### src/rtl/serial_tx_pkg.sv
// Shared types and constants for the framed serial transmitter.
// Line levels, FSM states and the counter width helper live here.
package serial_tx_pkg;

  typedef enum logic [1:0] {
    S_IDLE  = 2'd0,
    S_START = 2'd1,
    S_DATA  = 2'd2,
    S_STOP  = 2'd3
  } tx_state_e;

  localparam logic START_BIT = 1'b0;
  localparam logic STOP_BIT  = 1'b1;
  localparam logic IDLE_LINE = 1'b1;

  // Bits needed to count 0..n-1, never less than one.
  function automatic int cnt_w(input int n);
    return (n < 2) ? 1 : $clog2(n);
  endfunction

endpackage

### src/rtl/serial_frame_tx_bit_period_timer.sv
// Bit period timer: counts 0..CLKS_PER_BIT-1 while enabled and
// pulses bit_tick on the terminal count; held at zero when idle.
module bit_period_timer
  import serial_tx_pkg::*;
#(
  parameter int CLKS_PER_BIT = 4
) (
  input  logic clk,
  input  logic rst,
  input  logic enable,
  output logic bit_tick
);

  localparam int CW = cnt_w(CLKS_PER_BIT);
  localparam logic [CW-1:0] LAST = CW'(CLKS_PER_BIT - 1);

  logic [CW-1:0] cnt_q;
  logic [CW-1:0] cnt_d;

  assign bit_tick = enable && (cnt_q == LAST);

  always_comb begin
    cnt_d = cnt_q;
    if (!enable || bit_tick) begin
      cnt_d = '0;
    end else begin
      cnt_d = cnt_q + 1'b1;
    end
  end

  always_ff @(posedge clk) begin
    if (rst) begin
      cnt_q <= '0;
    end else begin
      cnt_q <= cnt_d;
    end
  end

endmodule

### src/rtl/serial_frame_tx.sv
// Framed serial transmitter: one-word holding buffer feeding a
// start/data/stop serialiser with a programmable bit period.
module serial_frame_tx
  import serial_tx_pkg::*;
#(
  parameter int DATA_W       = 8,
  parameter int CLKS_PER_BIT = 4,
  parameter bit MSB_FIRST    = 1'b0
) (
  input  logic              clk,
  input  logic              rst,
  input  logic              in_valid,
  input  logic [DATA_W-1:0] in_data,
  output logic              in_ready,
  output logic              ser_out,
  output logic              busy,
  output logic              frame_done
);

  localparam int IW = cnt_w(DATA_W);
  localparam logic [IW-1:0] LAST_IDX = IW'(DATA_W - 1);

  tx_state_e         state_q, state_d;
  logic              hold_full_q, hold_full_d;
  logic [DATA_W-1:0] hold_q, hold_d;
  logic [DATA_W-1:0] shift_q, shift_d;
  logic [IW-1:0]     idx_q, idx_d;
  logic              ser_out_q, ser_out_d;
  logic              frame_done_q, frame_done_d;
  logic              bit_tick;
  logic              accept;
  logic              load;

  function automatic logic head(input logic [DATA_W-1:0] w);
    return MSB_FIRST ? w[DATA_W-1] : w[0];
  endfunction

  function automatic logic [DATA_W-1:0] shift_next(
    input logic [DATA_W-1:0] w
  );
    return MSB_FIRST ? {w[DATA_W-2:0], 1'b0}
                     : {1'b0, w[DATA_W-1:1]};
  endfunction

  assign in_ready   = !hold_full_q;
  assign accept     = in_valid && !hold_full_q;
  assign ser_out    = ser_out_q;
  assign busy       = (state_q != S_IDLE);
  assign frame_done = frame_done_q;

  bit_period_timer #(
    .CLKS_PER_BIT(CLKS_PER_BIT)
  ) u_timer (
    .clk     (clk),
    .rst     (rst),
    .enable  (state_q != S_IDLE),
    .bit_tick(bit_tick)
  );

  always_comb begin
    state_d      = state_q;
    shift_d      = shift_q;
    idx_d        = idx_q;
    ser_out_d    = ser_out_q;
    frame_done_d = 1'b0;
    load         = 1'b0;
    unique case (state_q)
      S_IDLE: begin
        ser_out_d = IDLE_LINE;
        load      = hold_full_q;
      end
      S_START: begin
        if (bit_tick) begin
          state_d   = S_DATA;
          idx_d     = '0;
          ser_out_d = head(shift_q);
        end
      end
      S_DATA: begin
        if (bit_tick) begin
          if (idx_q == LAST_IDX) begin
            state_d   = S_STOP;
            ser_out_d = STOP_BIT;
          end else begin
            idx_d     = idx_q + 1'b1;
            shift_d   = shift_next(shift_q);
            ser_out_d = head(shift_next(shift_q));
          end
        end
      end
      S_STOP: begin
        if (bit_tick) begin
          frame_done_d = 1'b1;
          ser_out_d    = IDLE_LINE;
          load         = hold_full_q;
          state_d      = S_IDLE;
        end
      end
      default: begin
        state_d = S_IDLE;
      end
    endcase
    // A held word starts its frame with no idle gap.
    if (load) begin
      state_d   = S_START;
      shift_d   = hold_q;
      ser_out_d = START_BIT;
    end
    hold_d      = accept ? in_data : hold_q;
    hold_full_d = accept ? 1'b1 : (load ? 1'b0 : hold_full_q);
  end

  always_ff @(posedge clk) begin
    if (rst) begin
      state_q      <= S_IDLE;
      hold_full_q  <= 1'b0;
      hold_q       <= '0;
      shift_q      <= '0;
      idx_q        <= '0;
      ser_out_q    <= IDLE_LINE;
      frame_done_q <= 1'b0;
    end else begin
      state_q      <= state_d;
      hold_full_q  <= hold_full_d;
      hold_q       <= hold_d;
      shift_q      <= shift_d;
      idx_q        <= idx_d;
      ser_out_q    <= ser_out_d;
      frame_done_q <= frame_done_d;
    end
  end

endmodule

### config.mk
export PLATFORM = sky130hd
export DESIGN_NAME = serial_frame_tx
export DESIGN_NICKNAME = d
export VERILOG_FILES = /design/src/rtl/serial_tx_pkg.sv /design/src/rtl/serial_frame_tx_bit_period_timer.sv /design/src/rtl/serial_frame_tx.sv
export SDC_FILE = /design/constraint.sdc
export NUM_CORES = 1
export LEC_CHECK = 0
export ABC_AREA = 1
export CAP_MARGIN = 5
export CORE_MARGIN = 2
export CORE_UTILIZATION = 58
export DETAILED_ROUTE_END_ITERATION = 8
export PLACE_DENSITY_LB_ADDON = 0.12
export SYNTH_ARGS = -nofsm -noshare
export SYNTH_HDL_FRONTEND = slang
export SYNTH_SLANG_ARGS = --single-unit
### constraint.sdc
create_clock -name clk -period 2.9 [get_ports clk]
set_input_delay 0.58 -clock clk [delete_from_list [all_inputs] [get_ports clk]]
set_output_delay 0.58 -clock clk [all_outputs]
set_load 0.005 [all_outputs]
==> results of run 1 <==
==> worst max-delay path, delay by kind of cell, from the launching register on <==
family	cells	cell delay, ps
flops	1	420
buf+inv	3	760
fa+ha+maj	1	230
==> per-layer routing <==
metal / part of all wire / wire [um] / global-route usage
met4: 0.025 / 63 / 0.09459
met5: 0 / 0 / 0
met2: 0.52 / 1302 / 0.4242
met1: 0.43 / 1093 / 0.2658
met3: 0.025 / 63 / 0.03509
==> state kept, by name, indices dropped and copies added, names as in the netlist <==
signal,count
hold_q,8
shift_q,8
idx_q,3
state_q,2
u_timer.cnt_q,2
frame_done,1
hold_full_q,1
ser_out,1
==> final cells by class <==
type | count | area share
clock inverter | 1 | 0.02020
sequential | 26 | 0.3502
tap | 28 | 0.02357
multi-input combinational | 119 | 0.4411
timing repair buffer | 14 | 0.09428
clock buffer | 3 | 0.01515
inverter | 22 | 0.05556
==> power by group through the flow <==
| stage | registers [mW] | clock network, mW | logic (mW) |
|---|---|---|---|
| global route | 0.454 | 0.263 | 0.461 |
| floorplan | 0.448 | 0 | 0.316 |
| global placement | 0.454 | 0 | 0.391 |
| finish | 0.449 | 0.253 | 0.402 |
| detailed placement | 0.457 | 0 | 0.402 |
| CTS | 0.449 | 0.254 | 0.405 |
==> per-stage QoR <==
| step | instance area [sq um] | worst slack (ps) | utilization | hold WS (ps) |
|---|---|---|---|---|
| floorplan | 1281 | 1429 | - | 397.4 |
| global placement | 1434 | 788.8 | 0.6674 | 405.5 |
| detailed placement | 1434 | 743.4 | 0.6674 | 415.3 |
| CTS | 1486 | 561.1 | 0.6919 | 434.6 |
| global route | 1486 | 490.4 | 0.6919 | 451.1 |
| finish | 1486 | 582.9 | 0.6919 | 431.3 |
==> cell families (layout without fill, tap and decap cells) <==
logic type                 after synthesis  after routing
and+or+nand+nor                         89             89
DFF                                     26             26
buffers and inverters                   24             40
AOI/OAI and AO/OA                       22             22
adders and majority gates                8              8
==> cells in the final DEF (no fill, tap or decap) <==
cell             count
clkinv_1             2
o21ai_0             11
nand2_2              3
inv_2                4
o21ai_1              1
nand3_1             29
nor2_8               1
ha_1                 8
nor2_2               2
nor2_1              26
clkdlybuf4s50_1     14
o21ai_2              1
a21oi_1              8
bufinv_16            1
nand3_2              1
o211ai_1             1
nor3_1               2
nand2_4              2
dfxtp_1             26
nand3_4              1
nand2_1             21
inv_1               16
clkbuf_4             3
nand4_1              1
==> path summary, 6_finish.rpt <==
| check | from | slack, ps | to | depth (start not counted) |
|---|---|---|---|---|
| worst min register to register | u_timer.cnt_q[0]$_SDFF_PP0_ | 430 | u_timer.cnt_q[0]$_SDFF_PP0_ | 1 |
| worst max register to register | state_q[0]$_SDFFE_PP0P_ | 1190 | shift_q[2]$_SDFFE_PP0P_ | 8 |
| worst max-delay path | state_q[0]$_SDFFE_PP0P_ | 580 | busy | 4 |
| worst min-delay path | u_timer.cnt_q[0]$_SDFF_PP0_ | 430 | u_timer.cnt_q[0]$_SDFF_PP0_ | 1 |
==> metrics.md, run 1 <==
| Metric | Value |
|---|---|
| Vias in the first global route | `1087` |
| Reg power frac | `0.407` |
| CTS tree | `yes` |
| Hold buffer count at cts | `0` |
| Core area | `2148 sq um` |
| DRT iter0 DRCs | `14` |
| Fillers | `195` |
| Rows | `17` |
| Multi-input gate area | `655.6 sq um` |
| Xor and xnor fraction of the mapped netlist area | `0` |
| Synth Area in Compound Gates | `0.09082` |
| Maximum clock frequency | `431.6 MHz` |
| Pins Over Slew Limit | `0` |
| Internal power | `0.7051 mW` |
| Leakage | `0.7113 nW` |
| Total Routing Usage GR | `0.2316` |
| Avg Cell Area, Syn | `7.581 sq um` |
| Status | `finished, final reports clean` |
| Mapped Cells | `169` |
| Global-route wire length before repair | `4554 um` |
| Clk_skew | `2.035 ps` |
| Initial antenna violation count | `0` |
| Async S/R FF share, synth | `0` |
| HP Class | `register to register` |
| Drt drc | `0` |
| Seq. cell area | `520.5 sq um` |
| Clk root buf | `clkbuf_4` |
| Detail Placement HPWL | `1936 um` |
| Final Power | `1.103 mW` |
| Routed wire length | `2523 um` |
| Final period util | `0.7990` |
| Die height | `51 um` |
| Final antenna-violating net count | `0` |
| Vias per cell | `5.216` |
| NumNets Final | `205` |
| PwrDens | `742.0 nW/um^2` |
| Relative slew slack | `0.7067` |
| DR WL/cell | `11.85 um` |
| Max Cap Violations | `0` |
| Die X | `51 um` |
| Post-route insts no fill | `213` |
| Synth Cell Area | `1281 sq um` |
| Worst-path clk slew | `140 ps` |
| Via count | `1111` |
| N_diodes | `0` |
| CTS max path bufs | `2` |
| Slew @ Worst Pin | `437.2 ps` |
| DRT Pass-1 Iters | `4` |
| Top cells by area, synth | `dfxtp_1, nand3_1, ha_1, nor2_1, nand2_1` |
| TritonCTS buffer count | `3` |
| Net Sw Power | `0.3978 mW` |
| Worst endpoint data arrival time | `1740 ps` |
| Post-synth cell types | `23` |
| Post-synth EDFFs | `0` |
| Comb pwr share | `0.364` |
| Area leader, netlist | `dfxtp_1` |
| GP Congestion | `0.7868` |
| Yosys Warn Count | `0` |
| Fin. Hold Viols | `0` |
| Area of the die | `2601 sq um` |
| Initial Util | `0.5964` |
| H-tree depth | `1` |
| CP cell instances | `inv_1 > ha_1 > inv_2 > clkdlybuf4s50_1` |
| Crit end category | `output port` |
| #FFs+latches synth | `26` |
| Final TNS setup | `0 ps` |
| Fraction of the mapped netlist area in simple logic gates | `0.3428` |
| Mux contribution to synthesized area | `0` |
| Post-layout min period | `2317 ps` |
| Synth top area share | `0.4063` |
| Overflow after GRT | `0` |
| Layout cells sized above 1 | `0.1027` |
| Synth cell count leaders | `nand3_1, dfxtp_1, nor2_1, nand2_1, inv_1` |
| Synthesis-to-finish area growth | `16.02%` |
| RSZ-0062 raised after global routing | `no` |
| Buffers added on ports | `14` |
| Clock share of power | `0.229` |
| Largest family of logic cells by synthesized area | `simple AND/OR/NAND/NOR gates` |
| Setup Buffers After CTS | `0` |
| Clock tree sinks | `26` |
| Largest net degree at the start of global routing | `20` |
| Top FF cell, synth | `dfxtp_1` |
| Placed Instances | `209` |
| Crit-path max FO | `5` |
| Top-count cell post-synth | `nand3_1` |
| Post-CTS sizing | `0` |
| CP max stage cell | `clkdlybuf4s50_1` |
| Critical path start-end classification | `register to output port` |
| Clk Latency, worst-skew pair | `330 ps` |
| Adder-Cell Fraction of Synth Area | `0.07813` |
| CP Launch Type | `register` |
| WP data required | `2320 ps` |
| Sequential area share after synthesis | `0.4062` |
| Maximum vdd drop | `0.6313 mV` |
| Mapped Nets | `188` |
| Highest cell delay on the worst timing path | `520 ps` |
| Endpoints failing setup | `0` |
| # IOs | `15` |
| Switch share | `0.3607` |
(Power assumes the default switching activity.)
==> run 2: changes to the inputs <==
--- a/config.mk
+++ b/config.mk
@@ -8,7 +8,7 @@
 export ABC_AREA = 1
 export CAP_MARGIN = 5
 export CORE_MARGIN = 2
-export CORE_UTILIZATION = 58
+export CORE_UTILIZATION = 49
 export DETAILED_ROUTE_END_ITERATION = 8
 export PLACE_DENSITY_LB_ADDON = 0.12
 export SYNTH_ARGS = -nofsm -noshare
==> constraint.sdc (replaced) <==
create_clock -name clk -period 2 [get_ports clk]
set_input_delay 0.4 -clock clk [delete_from_list [all_inputs] [get_ports clk]]
set_output_delay 0.4 -clock clk [all_outputs]
set_load 0.005 [all_outputs]
==> run 2 against run 1 <==
Effect of this change:
- sequential share of layout area shrank 0.93 points
- clock-buffer cell count is the same
- highest routed layer unchanged
- sequential power grew 44%
- setup slack lost 510 ps
- global-route usage shrank 2.5 points
- largest cell class unchanged
- non-clock buffer count grew 6
==> metrics.md, run 2 (synthesis results as in run 1) <==
| Metric | Value |
|---|---|
| Status | `finished, final reports clean` |
| Global Route met1 Usage | `0.2417` |
| Post-route cell area | `1541 sq um` |
| HP Class | `register to register` |
| PwrDens | `1079 nW/um^2` |
| CP max stage cell | `clkdlybuf4s50_1` |
| DRT Pass-1 Iters | `4` |
| H-tree depth | `1` |
| Crit path buffers/inverters | `3` |
| Clk_skew | `4.594 ps` |
| Crit end category | `output port` |
| CTS tree | `yes` |
| Final period util | `0.9644` |
| Final antenna-violating net count | `0` |
| Worst-path clk slew | `140 ps` |
| Maximum clock frequency | `518.5 MHz` |
| CP cell instances | `inv_1 > ha_2 > inv_2 > clkdlybuf4s50_1` |
| Clock tree sinks | `26` |
| Relative slew slack | `0.8184` |
| Crit-path max FO | `4` |
| Via count | `1154` |
| Die X | `55.14 um` |
| Worst endpoint data arrival time | `1530 ps` |
| Vias per cell | `5.222` |
| NumNets Final | `211` |
| Final WS setup | `71.30 ps` |
| Endpoints failing setup | `0` |
| Largest delay share family, worst path | `buffers and inverters` |
| Total Routing Usage GR | `0.2069` |
| Initial antenna violation count | `0` |
| Fin. Hold Viols | `0` |
| Leakage | `0.7418 nW` |
| Final TNS setup | `0 ps` |
| CP Launch Type | `register` |
| Die height | `55.14 um` |
| Pre-CTS setup slack | `212.7 ps` |
| N_diodes | `0` |
| Overflow after GRT | `0` |
| Post-route insts no fill | `221` |
| GP Congestion | `0.7515` |
| Hold buffer count at cts | `0` |
| TritonCTS buffer count | `3` |
| Slew @ Worst Pin | `269.5 ps` |
| Rows | `18` |
| Vias in the first global route | `1091` |
| DRT iter0 DRCs | `37` |
| Placed instance area | `1459 sq um` |
| Highest cell delay on the worst timing path | `480 ps` |
| CTS max path bufs | `2` |
| Pins Over Slew Limit | `0` |
| Core area | `2477 sq um` |
| Largest net degree at the start of global routing | `19` |
| Routed wire length | `2602 um` |
| Placed Instances | `214` |
| Detail Placement HPWL | `1863 um` |
| M2 GR Usage | `0.3671` |
| DR WL/cell | `11.77 um` |
| Global-route wire length before repair | `4505 um` |
| Drt drc | `0` |
| Maximum vdd drop | `0.7404 mV` |
| Synthesis-to-finish area growth | `20.31%` |
| Area of the die | `3040 sq um` |
| Largest regs | `hold_q: 8 flops, shift_q: 8 flops, idx_q: 3 flops` |
| Layer with the highest usage | `met2` |
| Max Cap Violations | `0` |
| Clk Latency, worst-skew pair | `330 ps` |
| Met3 Resource Use GR | `0.04032` |
| Buffers added on ports | `14` |
| Layout cells sized above 1 | `0.1466` |
| Most common cell after layout, fill and taps aside | `nand3_1` |
| WP data required | `1600 ps` |
| Critical path start-end classification | `register to output port` |
| Clk root buf | `clkbuf_4` |
| Post-layout min period | `1929 ps` |
| Most frequent cells in the layout | `nand3_1, nor2_1, dfxtp_1` |
| # IOs | `15` |
| Hold_ws | `427.9 ps` |
| Initial Util | `0.5172` |
| RSZ-0062 raised after global routing | `no` |
## run 2: cell count changes in the layout (fill, tap and decap cells not counted), sizes merged
| cell | before | now |
|---|---|---|
| buf | 0 | 6 |
## run 2: path summary, 6_finish.rpt
check / to / slack [ps] / start / cells past startpoint
setup / recovery: busy / 70 / state_q[1]$_SDFFE_PP0P_ / 4
hold / removal: u_timer.cnt_q[0]$_SDFF_PP0_ / 430 / u_timer.cnt_q[0]$_SDFF_PP0_ / 1
setup reg to reg: shift_q[6]$_SDFFE_PP0P_ / 370 / state_q[1]$_SDFFE_PP0P_ / 10
hold reg to reg: u_timer.cnt_q[0]$_SDFF_PP0_ / 430 / u_timer.cnt_q[0]$_SDFF_PP0_ / 1
## run 2: cell type report
class	instances	area [sq um]
Inverter	22	82.58
Clock buffer	3	22.52
Clock inverter	1	30.03
Timing Repair Buffer	20	185.2
Tap cell	30	37.54
Sequential cell	26	525.5
Fill cell	240	935.9
Multi-Input combinational cell	119	658.1
## run 2: repair_timing
item                       CTS  global route
setup endpoints to repair    1             1
gates resized for setup      2             2
pin swaps                    0             0
buffers inserted             2             1
## run 2: metal layers
layer / part of all wire / up-vias
met2: 0.49 / 34
met1: 0.45 / 518
li1: - / 595
met4: 0.020 / 0
met3: 0.043 / 7
met5: 0 / -
## run 2: metrics by stage
step / utilization / total power [mW]
finish: 0.6222 / 1.663
global route: 0.6222 / 1.783
CTS: 0.6172 / 1.650
detailed placement: 0.5889 / 1.253
global placement: 0.5889 / 1.232
floorplan: - / 1.108
## run 2: power by group
| group | total, mW | switching [mW] | internal, mW |
|---|---|---|---|
| sequential | 0.647 | 0.0444 | 0.603 |
| combinational | 0.653 | 0.392 | 0.261 |
| clock | 0.363 | 0.160 | 0.203 |
| total | 1.66 | 0.596 | 1.07 |
